$ cat src/rtl/video_pkg.sv
// Shared types and parameter defaults for the video timing / fetch blocks.
package video_pkg;

  localparam int LFS_AW_DEF = 16;
  localparam int LFS_DW_DEF = 8;

  typedef enum logic [2:0] {
    ST_IDLE,
    ST_FETCH,
    ST_HOST,
    ST_WAIT_FETCH,
    ST_WAIT_HOST
  } lfs_state_t;

endpackage

$ cat src/rtl/edge_detect.sv
// Registers a level and reports its rising/falling edges against the registered copy.
module edge_detect (
  input  logic clk,
  input  logic reset_n,
  input  logic i_level,
  output logic o_rise,
  output logic o_fall
);

  logic r_level;

  // NOTE: sequential state uses non-blocking assignments so every flop samples pre-edge values.
  always_ff @(posedge clk or negedge reset_n) begin
    if (!reset_n) r_level <= 1'b0;
    else          r_level <= i_level;
  end

  assign o_rise = i_level & ~r_level;
  assign o_fall = ~i_level & r_level;

endmodule

$ cat src/rtl/line_fetch_scheduler.sv
// Arbitrates one memory port between per-line fetches (in hblank) and host writes.
// Optional LFS_STATS_EN adds underrun_cnt / fetch_cnt statistics outputs.
module line_fetch_scheduler
  import video_pkg::*;
#(
  parameter int AW    = LFS_AW_DEF,
  parameter int DW    = LFS_DW_DEF,
  parameter int WORDS = 4,
  parameter int LINES = 32,
  localparam int WIW  = (WORDS > 1) ? $clog2(WORDS) : 1
) (
  input  logic           clk,
  input  logic           reset_n,
  input  logic           hblank,
  input  logic           vblank,
  input  logic [AW-1:0]  base_addr,
  input  logic           host_req,
  input  logic [AW-1:0]  host_addr,
  input  logic [DW-1:0]  host_wdata,
  output logic           host_ack,
  output logic           mem_req,
  output logic           mem_we,
  output logic [AW-1:0]  mem_addr,
  output logic [DW-1:0]  mem_wdata,
  input  logic [DW-1:0]  mem_rdata,
  input  logic           mem_ack,
  output logic           lb_we,
  output logic [WIW-1:0] lb_addr,
  output logic [DW-1:0]  lb_wdata,
  output logic           underrun
`ifdef LFS_STATS_EN
  ,
  output logic [15:0]    underrun_cnt,
  output logic [15:0]    fetch_cnt
`endif
);

  localparam int LIW = $clog2(LINES + 1);

  lfs_state_t     r_state, w_next_state;
  logic [LIW-1:0] r_line_idx;
  logic [WIW-1:0] r_word_idx;
  logic           r_pend;
  logic           r_stale;
  logic [AW-1:0]  r_fbase;
  logic [AW-1:0]  r_addr;
  logic [DW-1:0]  r_wdata;

  logic w_hb_rise, w_hb_fall, w_vb_rise, w_vb_fall;
  logic w_fetch_start, w_abort, w_rd_done, w_lb_ok, w_last, w_in_fetch;
  logic [AW-1:0] w_line_off, w_fetch_addr;

  edge_detect u_hb_edge (
    .clk     (clk),
    .reset_n (reset_n),
    .i_level (hblank),
    .o_rise  (w_hb_rise),
    .o_fall  (w_hb_fall)
  );

  edge_detect u_vb_edge (
    .clk     (clk),
    .reset_n (reset_n),
    .i_level (vblank),
    .o_rise  (w_vb_rise),
    .o_fall  (w_vb_fall)
  );

  assign w_line_off    = AW'(32'(r_line_idx) * 32'(WORDS));
  assign w_fetch_addr  = r_fbase + AW'(r_word_idx);
  assign w_fetch_start = w_hb_rise & ~vblank & (r_line_idx < LIW'(LINES));
  assign w_abort       = w_hb_fall & r_pend;
  assign w_in_fetch    = (r_state == ST_FETCH) || (r_state == ST_WAIT_FETCH);
  assign w_rd_done     = (r_state == ST_WAIT_FETCH) & mem_ack;
  // A read restarted or aborted while in flight is stale: it completes but never lands.
  assign w_lb_ok       = w_rd_done & r_pend & ~r_stale & ~w_abort;
  assign w_last        = (r_word_idx == WIW'(WORDS - 1));
  assign underrun      = w_abort;

  always_ff @(posedge clk or negedge reset_n) begin
    if (!reset_n) begin
      r_line_idx <= '0;
    end else if (w_vb_fall) begin
      r_line_idx <= '0;
    end else if (w_hb_fall && !vblank && (r_line_idx < LIW'(LINES))) begin
      r_line_idx <= r_line_idx + 1'b1;
    end
  end

  always_ff @(posedge clk or negedge reset_n) begin
    if (!reset_n) begin
      r_pend     <= 1'b0;
      r_word_idx <= '0;
      r_fbase    <= '0;
    end else if (w_fetch_start) begin
      r_pend     <= 1'b1;
      r_word_idx <= '0;
      r_fbase    <= base_addr + w_line_off;
    end else if (w_abort) begin
      r_pend     <= 1'b0;
    end else if (w_lb_ok) begin
      if (w_last) r_pend     <= 1'b0;
      else        r_word_idx <= r_word_idx + 1'b1;
    end
  end

  always_ff @(posedge clk or negedge reset_n) begin
    if (!reset_n) begin
      r_stale <= 1'b0;
    end else if (w_rd_done) begin
      r_stale <= 1'b0;
    end else if (w_in_fetch && (w_abort || w_fetch_start)) begin
      r_stale <= 1'b1;
    end
  end

  // Issued address/data are captured so the request stays stable until its ack.
  always_ff @(posedge clk or negedge reset_n) begin
    if (!reset_n) begin
      r_addr  <= '0;
      r_wdata <= '0;
    end else if (r_state == ST_FETCH) begin
      r_addr  <= w_fetch_addr;
      r_wdata <= '0;
    end else if (r_state == ST_HOST) begin
      r_addr  <= host_addr;
      r_wdata <= host_wdata;
    end
  end

  always_ff @(posedge clk or negedge reset_n) begin
    if (!reset_n) r_state <= ST_IDLE;
    else          r_state <= w_next_state;
  end

  // NOTE: every always_comb output gets a default first so no latch can be inferred.
  always_comb begin
    w_next_state = r_state;
    mem_req      = 1'b0;
    mem_we       = 1'b0;
    mem_addr     = '0;
    mem_wdata    = '0;
    host_ack     = 1'b0;
    lb_we        = 1'b0;
    lb_addr      = '0;
    lb_wdata     = '0;
    unique case (r_state)
      ST_IDLE: begin
        if ((r_pend && !w_abort) || w_fetch_start) w_next_state = ST_FETCH;
        else if (host_req)                         w_next_state = ST_HOST;
      end
      ST_FETCH: begin
        mem_req      = 1'b1;
        mem_addr     = w_fetch_addr;
        w_next_state = ST_WAIT_FETCH;
      end
      ST_WAIT_FETCH: begin
        mem_req  = 1'b1;
        mem_addr = r_addr;
        if (mem_ack) begin
          lb_we        = w_lb_ok;
          lb_addr      = w_lb_ok ? r_word_idx : '0;
          lb_wdata     = w_lb_ok ? mem_rdata : '0;
          w_next_state = ST_IDLE;
        end
      end
      ST_HOST: begin
        mem_req      = 1'b1;
        mem_we       = 1'b1;
        mem_addr     = host_addr;
        mem_wdata    = host_wdata;
        w_next_state = ST_WAIT_HOST;
      end
      ST_WAIT_HOST: begin
        mem_req   = 1'b1;
        mem_we    = 1'b1;
        mem_addr  = r_addr;
        mem_wdata = r_wdata;
        if (mem_ack) begin
          host_ack     = 1'b1;
          w_next_state = ST_IDLE;
        end
      end
      default: w_next_state = ST_IDLE;
    endcase
  end

`ifdef LFS_STATS_EN
  logic [15:0] r_underrun_cnt;
  logic [15:0] r_fetch_cnt;

  always_ff @(posedge clk or negedge reset_n) begin
    if (!reset_n) begin
      r_underrun_cnt <= '0;
      r_fetch_cnt    <= '0;
    end else begin
      if (w_abort && (r_underrun_cnt != 16'hFFFF)) r_underrun_cnt <= r_underrun_cnt + 16'd1;
      if (w_lb_ok && w_last)                       r_fetch_cnt    <= r_fetch_cnt + 16'd1;
    end
  end

  assign underrun_cnt = r_underrun_cnt;
  assign fetch_cnt    = r_fetch_cnt;
`endif

  logic w_unused;
  assign w_unused = w_vb_rise;

endmodule

$ cat config.mk
export PLATFORM = sky130hd
export DESIGN_NAME = line_fetch_scheduler
export DESIGN_NICKNAME = d
export VERILOG_FILES = /design/src/rtl/video_pkg.sv /design/src/rtl/edge_detect.sv /design/src/rtl/line_fetch_scheduler.sv
export SDC_FILE = /design/constraint.sdc
export NUM_CORES = 1
export LEC_CHECK = 0
export CAP_MARGIN = 20
export CORE_MARGIN = 4
export CORE_UTILIZATION = 30
export CTS_CLUSTER_DIAMETER = 60
export CTS_CLUSTER_SIZE = 24
export DETAILED_ROUTE_END_ITERATION = 16
export PLACE_DENSITY = 0.65
export SLEW_MARGIN = 10
export SYNTH_ARGS = -nofsm -noshare
export SYNTH_HDL_FRONTEND = slang
export SYNTH_SLANG_ARGS = --single-unit
export TNS_END_PERCENT = 100
$ cat constraint.sdc
create_clock -name clk -period 3.1 [get_ports clk]
set_clock_uncertainty 0.05 [all_clocks]
set_input_delay 0.62 -clock clk [delete_from_list [all_inputs] [get_ports clk]]
set_output_delay 0.62 -clock clk [all_outputs]
set_load 0.05 [all_outputs]
==> results of run 1 <==
layout make-up:
cell class	instances	share of cell area [%]
Tap cell	143	3.47
Clock inverter	2	0.752
Sequential cell	55	26.7
Timing Repair Buffer	104	26.6
Clock buffer	6	2.69
Multi-Input combinational cell	310	39.4
Inverter	6	0.437
routing by layer:
metal	part of all wire, %	up-vias	global-route usage, %
met5	0	-	0
met4	0.45	0	2.40
met3	5.5	4	2.90
met2	50	83	25.0
met1	44	1508	19.0
li1	-	1580	-
sequential cells by signal, summed over array words and instances (netlist names):
signal	flops
r_wdata	8
r_pend	1
r_word_idx	2
r_line_idx	6
r_addr	16
r_state	3
u_vb_edge.r_level	1
r_stale	1
u_hb_edge.r_level	1
r_fbase	16
final timing paths:
check	from	endpoint	slack, ns	depth (start not counted)
worst max-delay path	r_word_idx[0]	mem_addr[12]	0.09	8
worst min-delay path	reset_n	r_addr[1]	0.33	1
worst max register to register	r_line_idx[0]	r_fbase[8]	0.79	7
worst min register to register	r_addr[7]	r_addr[7]	0.44	1
max in group asynchronous	reset_n	r_fbase[12]	1.85	2
min in group clk	r_addr[7]	r_addr[7]	0.44	1
report_power, final:
part | total, mW | internal (mW) | switching, mW | leakage (nW)
Combinational | 2.78 | 1.24 | 1.54 | 1.45
Clock | 0.665 | 0.407 | 0.259 | 0.0875
Sequential | 1.12 | 0.934 | 0.187 | 0.696
Total | 4.56 | 2.58 | 1.98 | 2.23
placed cells by master, fill, tap and decap left out, drive strengths merged, types with 8 or more instances in the layout:
master and count:
dfrtp 55, clkdlybuf4s50 52, buf 52, nand2 51, o21ai 37, nor2 27, a21o 19, a22oi 16
xor2 16, a21oi 16, a22o 13, xnor2 12, and2 12, ha 10, nand4 9, nor2b 8
critical path, delay by kind of cell (launching register included):
kind	cells	cell delay (ns)
flip-flops	1	0.39
buffers and inverters	1	0.15
AND/OR/NAND/NOR	3	0.66
AO/OA/AOI/OAI	2	0.41
adder cells (fa/ha/maj)	2	0.44
through the flow:
step / setup TNS, ns / setup WS [ns] / area, sq um
after floorplan: 0 / 0.0621 / 3510
after global placement: 0 / 0.254 / 4940
after detailed placement: 0 / 0.158 / 4940
after CTS: 0 / 0.0288 / 5120
after global routing: -0.0335 / -0.0228 / 5160
final: 0 / 0.0874 / 5160
timing repair:
| item | CTS | global route |
|---|---|---|
| gates resized for setup | 2 | 6 |
| setup buffers | 0 | 2 |
| gates cloned | 0 | 0 |
| endpoints found under the setup margin | 4 | 5 |
kinds of logic (layout without fill, tap and decap cells):
family	count (synthesis)	after routing	synth area share, %
simple gates	143	143	20.5
compound gates	120	120	22.9
flops	55	55	39.2
xor+xnor	28	28	6.99
buf+inv	28	118	3.53
fa+ha+maj	12	12	4.71
mux	7	7	2.14
==> summary.txt, run 1 <==
Top cell type's share of synthesized area: 39.2%
Period utilisation layout: 97.2%
Endpoint type of the worst setup path: output pin
Vias/cell: 5.07
Synthesized Nets: 459
Achievable Freq: 332 MHz
Die area: 13,500 sq um
Maximum vdd drop: 0.692 mV
First-pass GRT wire length: 15.8 mm
Core Box Area: 11,400 sq um
Layout net count: 548
Number of synthesized register bits: 55
Most common cell in the netlist: dfrtp_1
Layout Area Growth over Synthesis: 47.0%
Arrival time worst endpoint: 2.34 ns
Die width: 116 um
Main flop type after synthesis: dfrtp_1
Initial antenna violation count: 0
Total power: 4.56 mW
I/O pins: 93
Hold Crit Class: in -> async
Fin crit period: 3.01 ns
CP Cell Sequence: ha_2, fa_2, and2_4, nand3_2, or3_1, a21oi_1, a221o_1, buf_12
Post-synth top cells: dfrtp_1, nand2_1, o21ai_0
Clock transition at the registers of the reported paths: 0.07 ns
Post-DP HPWL: 7.29 mm
Routed wire length: 9.51 mm
Critical path class: reg -> out
EDFF count, synth: 0
Layout cells sized above 1: 15.3%
Final Setup Violations: 0
Clock sinks: 55
Max Cap Viol: 0
Ant. Diodes: 0
DRC: 0
Fillers: 1,092
Ranking of synthesized cells by area: dfrtp_1, nand2_1, o21ai_0
Post-synthesis cell type count: 49
Via count: 3,175
CP required: 2.43 ns
CTS HTree Levels: 2
Vias in the first global route: 3,198
Crit-path max FO: 5
Worst slew margin: 50.9%
Largest net degree at the start of global routing: 31
Cell Pwr Density: 884 nW/um^2
Mean Syn Cell Area: 8.93 sq um
Sequential element share of the synthesized area: 39.2%
Iter 0 DRT Violations: 322
CTS tree: yes
Synthesized instance count: 393
Routed Antenna Nets: 0
Final Max Slew Viols: 0
Fin cells: 626
Leakage: 2.23 nW
Mapped Area: 3510 sq um
Drt wl/cell: 15.2 um
Hold Violations, Final: 0
Root buf cell: clkbuf_16
Ys async rst share: 100%
Status: finished clean
Max Root-Sink Buffers: 2
Grt ovf: 0
Cell Rows: 39
Pre-antenna DRT Iters: 5
Die Height: 116 um
GP Congestion: 0.816
CTS buffer count: 5
Max stage delay on crit path: 0.39 ns
Register area: 1380 sq um
Worst-margin pin slew: 0.737 ns
Final core occ: 45.2%
Hold Slack: 0.331 ns
Port Buffers: 92
Worst-skew pair later-pin latency: 0.29 ns
Total Routing Usage GR: 14.4%
Crit-path slowest cell: dfrtp_1
Inst Count DP: 616
Hold-fix buffers, CTS: 0
Ys Warns: 0
Startpoint types: register
Initial Utilization: 30.7%
Multi-input gate area: 2030 sq um
Most area-hungry cell type in the Yosys netlist: dfrtp_1
Note: power is estimated with default switching activity, not from simulation.
==> run 2, diff against run 1 <==
- CORE_MARGIN: 4 -> unset
==> run 2 against run 1 <==
Compared with the run above:
- global-route usage increased by 1.0 points
- worst hold slack lost 0.011 ns
- sequential share of layout area unchanged
- largest cell class unchanged
- largest power group unchanged
- highest routed layer unchanged
==> summary.txt, run 2 (synthesis gave the netlist of run 1 again) <==
Most frequent cells in the layout: dfrtp_1, clkdlybuf4s50_1, nand2_1
Arrival time worst endpoint: 2.36 ns (+0.02 ns)
Fillers: 1,105 (+1.2%)
GP Congestion: 0.844 (+3.4%)
Total power: 4.55 mW (-0.19%)
Crit-path max FO: 5 (unchanged)
Post-DP HPWL: 6.99 mm (-4.2%)
CTS tree: yes
I/O pins: 93 (unchanged)
Status: finished clean
Multi-input gate area: 2020 sq um (-0.37%)
R2R setup slack: 0.83 ns (+0.04 ns)
CP required: 2.43 ns (about the same)
Most common cell after layout, fill and taps aside: dfrtp_1
Period utilisation layout: 97.9% (+0.72 points)
Routed Antenna Nets: 0 (unchanged)
R2R depth: 7 (unchanged)
Biggest regs: r_addr: 16 flops, r_fbase: 16 flops, r_wdata: 8 flops
Worst-skew pair later-pin latency: 0.29 ns (about the same)
Drt wl/cell: 14.3 um (-5.9%)
Critical path class: reg -> out
Root buf cell: clkbuf_16
Max Cap Viol: 0 (unchanged)
Die area: 12,100 sq um (-10%)
Achievable Freq: 329 MHz (-0.74%)
Vias in the first global route: 3,110 (-2.8%)
Worst-margin pin slew: 0.703 ns (-0.0337 ns)
Final Setup Violations: 0 (unchanged)
Core Box Area: 11,400 sq um (unchanged)
Layout net count: 549 (+0.18%)
Vias/cell: 5.09 (+0.44%)
Routed wire length: 8.96 mm (-5.8%)
Die Height: 110 um (-5.2%)
CTS HTree Levels: 2 (unchanged)
Initial Utilization: 30.7% (unchanged)
Hold Violations, Final: 0 (unchanged)
Port Buffers: 92 (unchanged)
Die width: 110 um (-5.2%)
Ant. Diodes: 0 (unchanged)
Grt ovf: 0 (unchanged)
Clock sinks: 55 (unchanged)
Final core occ: 45.2% (unchanged)
Largest net degree at the start of global routing: 31 (unchanged)
Via count: 3,194 (+0.60%)
DRC: 0 (unchanged)
Clock transition at the registers of the reported paths: 0.07 ns (about the same)
Layout cells sized above 1: 15.3% (-0.032 points)
Initial antenna violation count: 0 (unchanged)
Pre-antenna DRT Iters: 4 (-1)
Hold-fix buffers, CTS: 0 (unchanged)
Leakage: 2.23 nW (about the same)
DP Area: 4960 sq um (+0.30%)
RR Startpoint: r_line_idx[0]
Worst slew margin: 53.1% (+2.2 points)
Hold Crit Class: in -> async
Startpoint types: register
First-pass GRT wire length: 14.8 mm (-6.1%)
Final Max Slew Viols: 0 (unchanged)
Cell Rows: 39 (unchanged)
Layout Area Growth over Synthesis: 47.0% (unchanged)
Endpoint type of the worst setup path: output pin
Maximum vdd drop: 0.640 mV (-7.5%)
Worst r2r dst: r_fbase[8]
Fin crit period: 3.03 ns (+0.0223 ns)
Cell Pwr Density: 883 nW/um^2 (-0.19%)
Register area: 1380 sq um (unchanged)
Final Instance Area: 5160 sq um (unchanged)
Total Routing Usage GR: 15.5% (+1.0 points)
Max Root-Sink Buffers: 2 (unchanged)
CTS buffer count: 5 (unchanged)
Iter 0 DRT Violations: 198 (-39%)
==> run 2: cell count changes in the layout (fill, tap and decap cells not counted) <==
| cell | change |
|---|---|
| a21o_1 | -1 |
| a21o_2 | +1 |
| buf_4 | +1 |
| nand3_1 | +1 |
| nand3_2 | -1 |
| o21ai_0 | -1 |
| o21ai_1 | +2 |
| o21ai_2 | -1 |
==> run 2: final cells by class <==
class,instances,area share (%)
Inverter,6,0.437
Sequential cell,55,26.7
Tap cell,143,3.47
Timing Repair Buffer,105,26.7
Multi-Input combinational cell,310,39.2
Clock buffer,6,2.69
Clock inverter,2,0.752
==> run 2: metal layers <==
| metal | wire, um | track usage (%) |
|---|---|---|
| met5 | 0 | 0 |
| met1 | 4070 | 20.3 |
| met2 | 4500 | 27.0 |
| met3 | 348 | 2.41 |
| met4 | 42 | 2.82 |
==> run 2: critical path, cell delays in order, from the launching register on <==
cell,delay [ns]
dfrtp_1,0.41
ha_2,0.23
fa_2,0.21
and2_4,0.17
nand3_1,0.13
or3_1,0.37
a21oi_1,0.22
a221o_1,0.19
buf_12,0.14
==> run 2: worst max path at each step <==
stage                              from            to  slack, ns  depth (start not counted)
after floorplan           r_word_idx[0]   mem_addr[2]       0.06                          5
after global placement     base_addr[2]    r_fbase[8]       0.26                          8
after detailed placement        mem_ack   lb_wdata[6]       0.17                          6
after CTS                 r_word_idx[0]  mem_addr[14]       0.04                          8
after global routing      r_word_idx[0]  mem_addr[14]      -0.02                          8
final                     r_word_idx[0]  mem_addr[14]       0.07                          8
==> run 2: per-stage QoR <==
stage / hold slack [ns] / TNS (ns) / std cells / setup WS (ns)
CTS: 0.351 / 0 / 626 / 0.0378
global route: 0.380 / -0.0174 / 627 / -0.0174
global placement: 0.410 / 0 / 618 / 0.261
floorplan: 0.274 / 0 / 393 / 0.0621
detailed placement: 0.417 / 0 / 618 / 0.167
finish: 0.321 / 0 / 627 / 0.0650
==> run 2: what timing repair did <==
action,4_1_cts,5_1_grt
resized for setup,1,7
setup buffers,0,1
setup endpoints to repair,3,7
hold endpoints to repair,0,0
==> run 2: power breakdown <==
group	internal (mW)	total, mW	switching, mW
logic	1.25	2.77	1.52
clock network	0.406	0.662	0.256
registers	0.934	1.12	0.187
total	2.59	4.55	1.97
